`src/rtl/pio_reg_endpoint.sv`:
```
// PCIe PIO target on the 64-bit 7-series AXI4-Stream TLP interface: single-DW MRd32/MWr32
// into a small BAR register file holding the NUMA-bridge network addresses, one CplD per read.
module pio_reg_endpoint (
  input  logic        user_clk,
  input  logic        user_reset_n,
  input  logic        user_lnk_up,
  input  logic        s_axis_tx_tready,
  output logic [63:0] s_axis_tx_tdata,
  output logic [7:0]  s_axis_tx_tkeep,
  output logic        s_axis_tx_tlast,
  output logic        s_axis_tx_tvalid,
  output logic        tx_src_dsc,
  input  logic [63:0] m_axis_rx_tdata,
  input  logic [7:0]  m_axis_rx_tkeep,
  input  logic        m_axis_rx_tlast,
  input  logic        m_axis_rx_tvalid,
  output logic        m_axis_rx_tready,
  input  logic [21:0] m_axis_rx_tuser,
  input  logic        cfg_to_turnoff,
  output logic        cfg_turnoff_ok,
  input  logic [15:0] cfg_completer_id,
  output logic [31:0] if_v4addr,
  output logic [47:0] if_macaddr,
  output logic [31:0] dest_v4addr,
  output logic [47:0] dest_macaddr
);

  localparam logic [31:0] ID_VALUE = 32'h4950_4E4D;

  typedef enum logic [1:0] {RX_HDR, RX_BODY, RX_DROP, RX_WAIT} rx_state_t;

  rx_state_t   state, state_nxt;
  logic        rdy_q;
  logic        rx_fire, tx_fire, hdr_ok, wr_commit, rd_start;
  logic        is_wr;
  logic [2:0]  tc;
  logic [1:0]  attr;
  logic [15:0] req_id;
  logic [7:0]  tag;
  logic [3:0]  first_be;
  logic [4:0]  offset;
  logic [31:0] sw_data, rd_data, if_mac_hi_new, dest_mac_hi_new;
  logic [63:0] cpl_b1;
  logic        unused_ok;

  function automatic logic [31:0] swap32(input logic [31:0] d);
    return {d[7:0], d[15:8], d[23:16], d[31:24]};
  endfunction

  // firstBE[i] enables the i-th payload byte, which lands in the i-th byte from the MSB after the swap
  function automatic logic [31:0] be_merge(input logic [31:0] cur, input logic [31:0] nw,
                                           input logic [3:0] be);
    logic [31:0] res;
    res = cur;
    for (int i = 0; i < 4; i++)
      if (be[i]) res[31-8*i -: 8] = nw[31-8*i -: 8];
    return res;
  endfunction

  assign tx_src_dsc       = 1'b0;
  assign m_axis_rx_tready = rdy_q & user_lnk_up & (state != RX_WAIT);
  assign rx_fire          = m_axis_rx_tvalid & m_axis_rx_tready;
  assign tx_fire          = s_axis_tx_tvalid & s_axis_tx_tready;
  assign hdr_ok           = ((m_axis_rx_tdata[30:24] == 7'h00) || (m_axis_rx_tdata[30:24] == 7'h40)) &&
                            (m_axis_rx_tdata[9:0] == 10'd1) && !m_axis_rx_tlast;
  assign wr_commit        = (state == RX_BODY) & rx_fire & is_wr;
  assign rd_start         = (state == RX_BODY) & rx_fire & ~is_wr;
  assign offset           = m_axis_rx_tdata[6:2];
  assign sw_data          = swap32(m_axis_rx_tdata[63:32]);
  assign if_mac_hi_new    = be_merge({16'h0, if_macaddr[47:32]}, sw_data, first_be);
  assign dest_mac_hi_new  = be_merge({16'h0, dest_macaddr[47:32]}, sw_data, first_be);
  assign unused_ok        = ^{m_axis_rx_tuser, m_axis_rx_tkeep, m_axis_rx_tdata,
                              if_mac_hi_new[31:16], dest_mac_hi_new[31:16]};

  always_ff @(posedge user_clk or negedge user_reset_n) begin
    if (!user_reset_n) begin
      state <= RX_HDR;
      rdy_q <= 1'b0;
    end else begin
      state <= state_nxt;
      rdy_q <= 1'b1;
    end
  end

  always_comb begin
    state_nxt = state;
    case (state)
      RX_HDR:  if (rx_fire) begin
                 if (hdr_ok)                state_nxt = RX_BODY;
                 else if (!m_axis_rx_tlast) state_nxt = RX_DROP;
               end
      RX_BODY: if (rx_fire) state_nxt = is_wr ? RX_HDR : RX_WAIT;
      RX_DROP: if (rx_fire && m_axis_rx_tlast) state_nxt = RX_HDR;
      RX_WAIT: if (tx_fire && s_axis_tx_tlast) state_nxt = RX_HDR;
      default: state_nxt = RX_HDR;
    endcase
  end

  // header fields are only consumed in RX_BODY, so they need no reset
  always_ff @(posedge user_clk) begin
    if (state == RX_HDR && rx_fire) begin
      is_wr    <= m_axis_rx_tdata[30];
      tc       <= m_axis_rx_tdata[22:20];
      attr     <= m_axis_rx_tdata[13:12];
      req_id   <= m_axis_rx_tdata[63:48];
      tag      <= m_axis_rx_tdata[47:40];
      first_be <= m_axis_rx_tdata[35:32];
    end
  end

  always_comb begin
    rd_data = 32'h0;
    case (offset)
      5'd0: rd_data = if_v4addr;
      5'd1: rd_data = if_macaddr[31:0];
      5'd2: rd_data = {16'h0, if_macaddr[47:32]};
      5'd3: rd_data = dest_v4addr;
      5'd4: rd_data = dest_macaddr[31:0];
      5'd5: rd_data = {16'h0, dest_macaddr[47:32]};
      5'd6: rd_data = ID_VALUE;
      default: rd_data = 32'h0;
    endcase
  end

  always_ff @(posedge user_clk or negedge user_reset_n) begin
    if (!user_reset_n) begin
      if_v4addr    <= 32'h0A00_0001;
      if_macaddr   <= 48'h0037_7600_0001;
      dest_v4addr  <= 32'h0A00_0002;
      dest_macaddr <= 48'hFFFF_FFFF_FFFF;
    end else if (wr_commit) begin
      case (offset)
        5'd0: if_v4addr           <= be_merge(if_v4addr, sw_data, first_be);
        5'd1: if_macaddr[31:0]    <= be_merge(if_macaddr[31:0], sw_data, first_be);
        5'd2: if_macaddr[47:32]   <= if_mac_hi_new[15:0];
        5'd3: dest_v4addr         <= be_merge(dest_v4addr, sw_data, first_be);
        5'd4: dest_macaddr[31:0]  <= be_merge(dest_macaddr[31:0], sw_data, first_be);
        5'd5: dest_macaddr[47:32] <= dest_mac_hi_new[15:0];
        default: ;
      endcase
    end
  end

  // completion beat 1 is built at the accepting edge so the read sees every earlier write
  always_ff @(posedge user_clk or negedge user_reset_n) begin
    if (!user_reset_n) begin
      s_axis_tx_tvalid <= 1'b0;
      s_axis_tx_tdata  <= 64'h0;
      s_axis_tx_tkeep  <= 8'h0;
      s_axis_tx_tlast  <= 1'b0;
      cpl_b1           <= 64'h0;
    end else if (rd_start) begin
      s_axis_tx_tvalid <= 1'b1;
      s_axis_tx_tdata  <= {cfg_completer_id, 3'b000, 1'b0, 12'd4,
                           1'b0, 2'b10, 5'b01010, 1'b0, tc, 4'b0, 1'b0, 1'b0, attr, 2'b00, 10'd1};
      s_axis_tx_tkeep  <= 8'hFF;
      s_axis_tx_tlast  <= 1'b0;
      cpl_b1           <= {swap32(rd_data), req_id, tag, 1'b0, offset, 2'b00};
    end else if (tx_fire) begin
      if (s_axis_tx_tlast) begin
        s_axis_tx_tvalid <= 1'b0;
        s_axis_tx_tlast  <= 1'b0;
      end else begin
        s_axis_tx_tdata  <= cpl_b1;
        s_axis_tx_tlast  <= 1'b1;
      end
    end
  end

  always_ff @(posedge user_clk or negedge user_reset_n) begin
    if (!user_reset_n) cfg_turnoff_ok <= 1'b0;
    else cfg_turnoff_ok <= cfg_to_turnoff && (state != RX_BODY) && (state != RX_WAIT) &&
                           !s_axis_tx_tvalid;
  end

endmodule

```
`config.mk`:
```
export PLATFORM = sky130hd
export DESIGN_NAME = pio_reg_endpoint
export DESIGN_NICKNAME = d
export VERILOG_FILES = /design/src/rtl/pio_reg_endpoint.sv
export SDC_FILE = /design/constraint.sdc
export NUM_CORES = 1
export LEC_CHECK = 0
export CAP_MARGIN = 40
export CORE_MARGIN = 10
export CORE_UTILIZATION = 45
export CTS_CLUSTER_DIAMETER = 120
export DETAILED_ROUTE_END_ITERATION = 10
export PLACE_DENSITY_LB_ADDON = 0.25
export SYNTH_ARGS = -nofsm -noshare
export SYNTH_HDL_FRONTEND = slang
export SYNTH_SLANG_ARGS = --single-unit
```
`constraint.sdc`:
```
create_clock -name user_clk -period 7.5 [get_ports user_clk]
set_input_delay 1.5 -clock user_clk [delete_from_list [all_inputs] [get_ports user_clk]]
set_output_delay 1.5 -clock user_clk [all_outputs]
set_load 0.02 [all_outputs]
```
### Yosys cells after proc, flatten, opt, wreduce, memory -nomap -nowiden

Index checks and enable logic that the tools add are counted.

| word-level totals | value |
|---|---|
| bits in registers | 326 |
| output and inout bits | 237 |
| word-level logic and storage cells | 118 |

| cells by class | value |
|---|---|
| equal/unequal tests | 19 |
| mux-type cells | 18 |
| bitwise logic cells | 8 |
| reduce and logical (&&, ||, !) cells | 39 |

Operator list:

| kind | number |
|---|---|
| 32-bit case mux with 7 select lines | 1 |
| 64-bit 2-to-1 mux | 3 |
| 3-bit AND reduction | 20 |
| 5-bit by 3-bit equality test with 1-bit output, second input constant | 3 |
| 2-bit 2-to-1 mux | 7 |
| 10-bit by 1-bit equality test with 1-bit output, second input constant | 1 |
| 5-bit by 2-bit equality test with 1-bit output, second input constant | 2 |
| 2-bit inequality test, second input constant | 5 |
| 1-bit logical AND | 8 |
| 2-bit case mux with 4 select lines | 1 |
| 1-bit AND | 7 |
| 7-bit equality test, second input constant | 1 |
| 7-bit zero test | 1 |
| 1-bit 2-to-1 mux | 6 |
| 5-bit by 1-bit equality test with 1-bit output, second input constant | 1 |
| 5-bit zero test | 1 |
| 5-bit AND reduction | 1 |
| 2-bit equality test, second input constant | 2 |
| 2-bit by 1-bit inequality test with 1-bit output, second input constant | 2 |
| 2-bit AND reduction | 2 |
| 2-bit nonzero test | 2 |
| 3-bit inequality test, second input constant | 1 |
| 2-bit by 1-bit equality test with 1-bit output, second input constant | 1 |
| 1-bit zero test | 2 |
| other kinds (3) | 3 |

### Logic depth before layout (Yosys ltp)

| logic depth | value |
|---|---|
| depth after elaboration | 7 |
| mapped depth | 7 |
| depth with buffers taken out | 4 |

### Worst setup path after synthesis

No wires, ideal clock.

| path | value |
|---|---|
| path type | input to register |
| from | input port m_axis_rx_tvalid |
| to | register attr[0] (enable) |
| setup time | 0.425 ns |
| data arrival time | 3.151 ns |
| slack | 3.923 ns |
| stages on the path | 2 |
| cell sequence | nand4b_1 -> nor2_1 |

| between the ends | value |
|---|---|
| word-level cells in the longest chain between the ends | 2 |

Ends and longest elaborated chain:

| element | RTL line | text |
|---|---|---|
| from (decl) | 16 | `input logic m_axis_rx_tvalid,` |
| 1-bit AND | 62 | `assign rx_fire = m_axis_rx_tvalid & m_axis_rx_tready;` |
| 1-bit logical AND | 101 | `if (state == RX_HDR && rx_fire) begin` |
| to (signal assigned) | 104 | `attr <= m_axis_rx_tdata[13:12];` |
| to (decl) | 37 | `logic [1:0] attr;` |

Every way passes these cells.
A chain may end at the register's enable or synchronous reset.

### Worst setup path in the final report

| path | value |
|---|---|
| from | input port user_lnk_up |
| to | output port m_axis_rx_tready |

| between the ends | value |
|---|---|
| word-level cells in the longest chain between the ends | 2 |

Ends and longest elaborated chain:

| element | RTL line | text |
|---|---|---|
| from (decl) | 6 | `input logic user_lnk_up,` |
| 1-bit AND (2 in series) | 61 | `assign m_axis_rx_tready = rdy_q & user_lnk_up & (state != RX_WAIT);` |
| to (decl) | 17 | `output logic m_axis_rx_tready,` |

Every way passes these cells.

==> summary.txt <==
Worst setup path
  – R2R Path Start: state[1]
  – Delay of the slowest cell on the worst path: between 600 and 700 ps
  – Number of buffer and inverter instances along the worst setup path: 2
  – Critical Path Start Type: input pin
  – Largest delay contributor family on the critical path: buffers and inverters
  – Classification of the worst setup path: input pin to output port
  – Cell Chain, Critical Path: clkdlybuf4s50_1, nand2_1, a21oi_1, clkdlybuf4s50_1
  – Maximum fanout count along the critical path: 4
  – Critical-path top delay cell: clkdlybuf4s50_1
  – Data arrival time of the critical path: between 2000 and 3000 ps
  – Crit path top cell by count: clkdlybuf4s50_1
  – Required @ worst endpoint: around 6000 ps
  – Critical path startpoint: user_lnk_up
  – Worst Setup End Kind: output port

Clock tree
  – Post-CTS setup-driven buffer insertion count: 0
  – TritonCTS buffer count: 37
  – Maximum level of the CTS H-tree: 2
  – CTS sink cnt: 324
  – Hold Buf Count CTS: 0
  – Latest clock arrival within the worst-skew pair: 520 ps
  – Clock root buffer: clkbuf_16
  – Clock tree from TritonCTS: built
  – Clock transition at the register clock pins on the worst setup and hold paths after CTS: 60 ps
  – Clock Path Buffers: 3
  – Count of cells resized by post-cts repair: 0

Die
  – Die Area: 0.0383 mm²
  – Width of the chip: 196 µm
  – Placeable core region: 0.0305 mm²
  – Initial core utilization: between 40% and 50%
  – Ports placed on the boundary: between 300 and 400
  – Die Y-Extent: between 150 and 200 µm
  – Rows: 64

Detailed routing
  – # DRC: 0
  – Total iterations of the first detailed-routing run: 6
  – Average wire per standard cell: 23.9 µm
  – Total wire length: around 45000 µm
  – Residual antenna-violating net count after detailed routing: 0
  – Vias per inst: ~5.5
  – Initial detailed-routing violation count: just over 600
  – Total vias in the final route: ~10000

Global route
  – Maximum number of pins on one net before global-route repair: approximately 90
  – All-layer global routing usage: 22.8%
  – Residual overflow from global routing: 0
  – Global-route wire length before repair: about 70000 µm
  – Number of global-route vias before repair: ~11000
  – Number of antenna violations at the first check in global routing: 2

STA
  – Shortest period the worst path allows: between 4000 and 5000 ps
  – Fin crit share: between 50% and 60%
  – Number of hold violations in the final report: 0
  – Total Negative Setup Slacks: 0 ps
  – Final setup viols: 0
  – Achievable frequency: around 230 MHz
  – Unrepaired setup endpoints after global routing: no
  – Final setup margin: between 3000 and 4000 ps
  – Worst Max-Slew Pin Slew: 873 ps
  – Max-slew violations: 0
  – Rel. slew slack: approximately two fifths
  – Skew final: around 20 ps
  – Fin Hold WS: roughly 430 ps

Yosys
  – Number of enable flip-flop cells after synthesis: 34
  – Number of distinct library cells after synthesis: 64
  – Fraction of registers with async set or reset after synthesis: 89.5%
  – Most instantiated flip-flop cell in the synthesis netlist: dfrtp_1
  – Number of synthesized register bits: 324
  – Fraction of the yosys area taken by sequential cells: 60.2%
  – Post-Syn Instances: between 1000 and 1500
  – Netlist area before placement: around 0.014 mm²
  – Count of warnings emitted by yosys: 0
  – Syn avg cell area: roughly 12 µm²

Layout
  – Final cell area excluding filler cells: between 0.015 and 0.02 mm²
  – Share of post-route cells with drive strength above 1: between 20% and 30%
  – Commonest non-fill, non-tap cell in the layout: clkdlybuf4s50_1
  – Area growth syn-to-layout: 33.9%
  – Final core utilization: slightly above 60%
  – Post-layout instance count excluding filler cells: roughly 1900
  – Fin nets: ~1600
  – Most frequent cells in the layout: 308 x clkdlybuf4s50_1, 239 x nand2_1, 225 x dfrtp_1

Placed design
  – Gpl congestion: just under 0.9
  – Worst setup slack after placement: roughly 3100 ps
  – Placed cell count: around 1800
  – Count of buffers from port buffering: 310
  – Hpwl dp: roughly 32000 µm
  – Placed Area: roughly 0.017 mm²

Power
  – Power density of the placed cells: ~200 mW/mm²
  – Total power consumption of the routed design: about 3.7 mW
  – Lkg Pwr: 8.28 nW
  – IR drop worst, VDD: about 0.16 mV

Worst hold path
  – Hold wc startpoint: req_id[4]
  – Worst hold path type: flip-flop to flip-flop

Outcome
  – Run status: completed

Job
  – MaxCap Viol Count: 0
power by group:
group,switching [mW],internal [mW],total [mW]
Sequential,0.00422,1.78,1.79
Combinational,0.103,0.0563,0.159
Clock,0.700,1.04,1.74
Total,0.807,2.88,3.69
worst register-to-register path, stage by stage, from the launching register on:
cell      delay [ps]
dfrtp_1          420
and4b_1          600
nand3b_1         590
buf_4            400
buf_16           210
a32oi_1          250
o21ai_0          100
per-layer routing:
metal | global-route usage, % | up-vias | wire length (µm)
met2 | 35.0 | 353 | 20600
met5 | 0 | - | 0
li1 | - | 4679 | -
met1 | 30.8 | 5238 | 19400
met3 | 6.04 | 65 | 3430
met4 | 7.89 | 0 | 1400
Yosys cell counts (7+ instances only):
library cell | count | share of area [%]
clkbuf_1 | 30 | 0.81
nor4_1 | 7 | 0.32
a31oi_1 | 21 | 0.95
edfxtp_1 | 34 | 7.3
nor2_4 | 13 | 1.1
a21o_1 | 7 | 0.38
buf_4 | 12 | 0.65
mux2_2 | 135 | 11
a21oi_1 | 43 | 1.5
nand3_1 | 16 | 0.58
and3_1 | 41 | 1.8
nand2_1 | 239 | 6.5
dfstp_2 | 65 | 12
mux2_1 | 34 | 2.8
dfrtp_1 | 225 | 41
nor2_1 | 36 | 0.97
o21ai_0 | 27 | 0.97
a221oi_1 | 11 | 0.69
mux2i_1 | 14 | 1.0
buf_2 | 28 | 1.0
cell families after synthesis:
family                 share of synthesized area, %
AND/OR/NAND/NOR                                15.1
flip-flops                                     60.2
multiplexers                                   14.7
AO/OA/AOI/OAI                                  7.31
buffers and inverters                          2.63
other                                        0.0541
flip-flops by register name, summed over array words and instances (netlist names):
signal / count
attr: 2
cfg_turnoff_ok: 1
cpl_b1: 61
dest_macaddr: 48
dest_v4addr: 32
first_be: 4
if_macaddr: 48
if_v4addr: 32
is_wr: 1
rdy_q: 1
req_id: 16
s_axis_tx_tdata: 62
s_axis_tx_tkeep: 1
s_axis_tx_tlast: 1
s_axis_tx_tvalid: 1
state: 2
tag: 8
tc: 3
worst paths after layout:
check	slack (ps)	endpoint	cells after the start
worst max-delay path	3090	m_axis_rx_tready	4
worst min-delay path	430	cpl_b1[20]	2
worst max register to register	4780	cpl_b1[63]	6
worst min register to register	430	cpl_b1[20]	2
max in group asynchronous	5330	dest_macaddr[10]	3
min in group asynchronous	940	if_macaddr[31]	1
cell type report:
type,count,area [µm²]
Antenna cell,1,2.50
Clock buffer,57,1090
Clock inverter,10,76.3
Fill cell,2525,11900
Inverter,2,7.51
Multi-Input combinational cell,751,5210
Sequential cell,324,8360
Tap cell,396,495
Timing Repair Buffer,334,3360
Note: power is estimated with default switching activity, not from simulation.
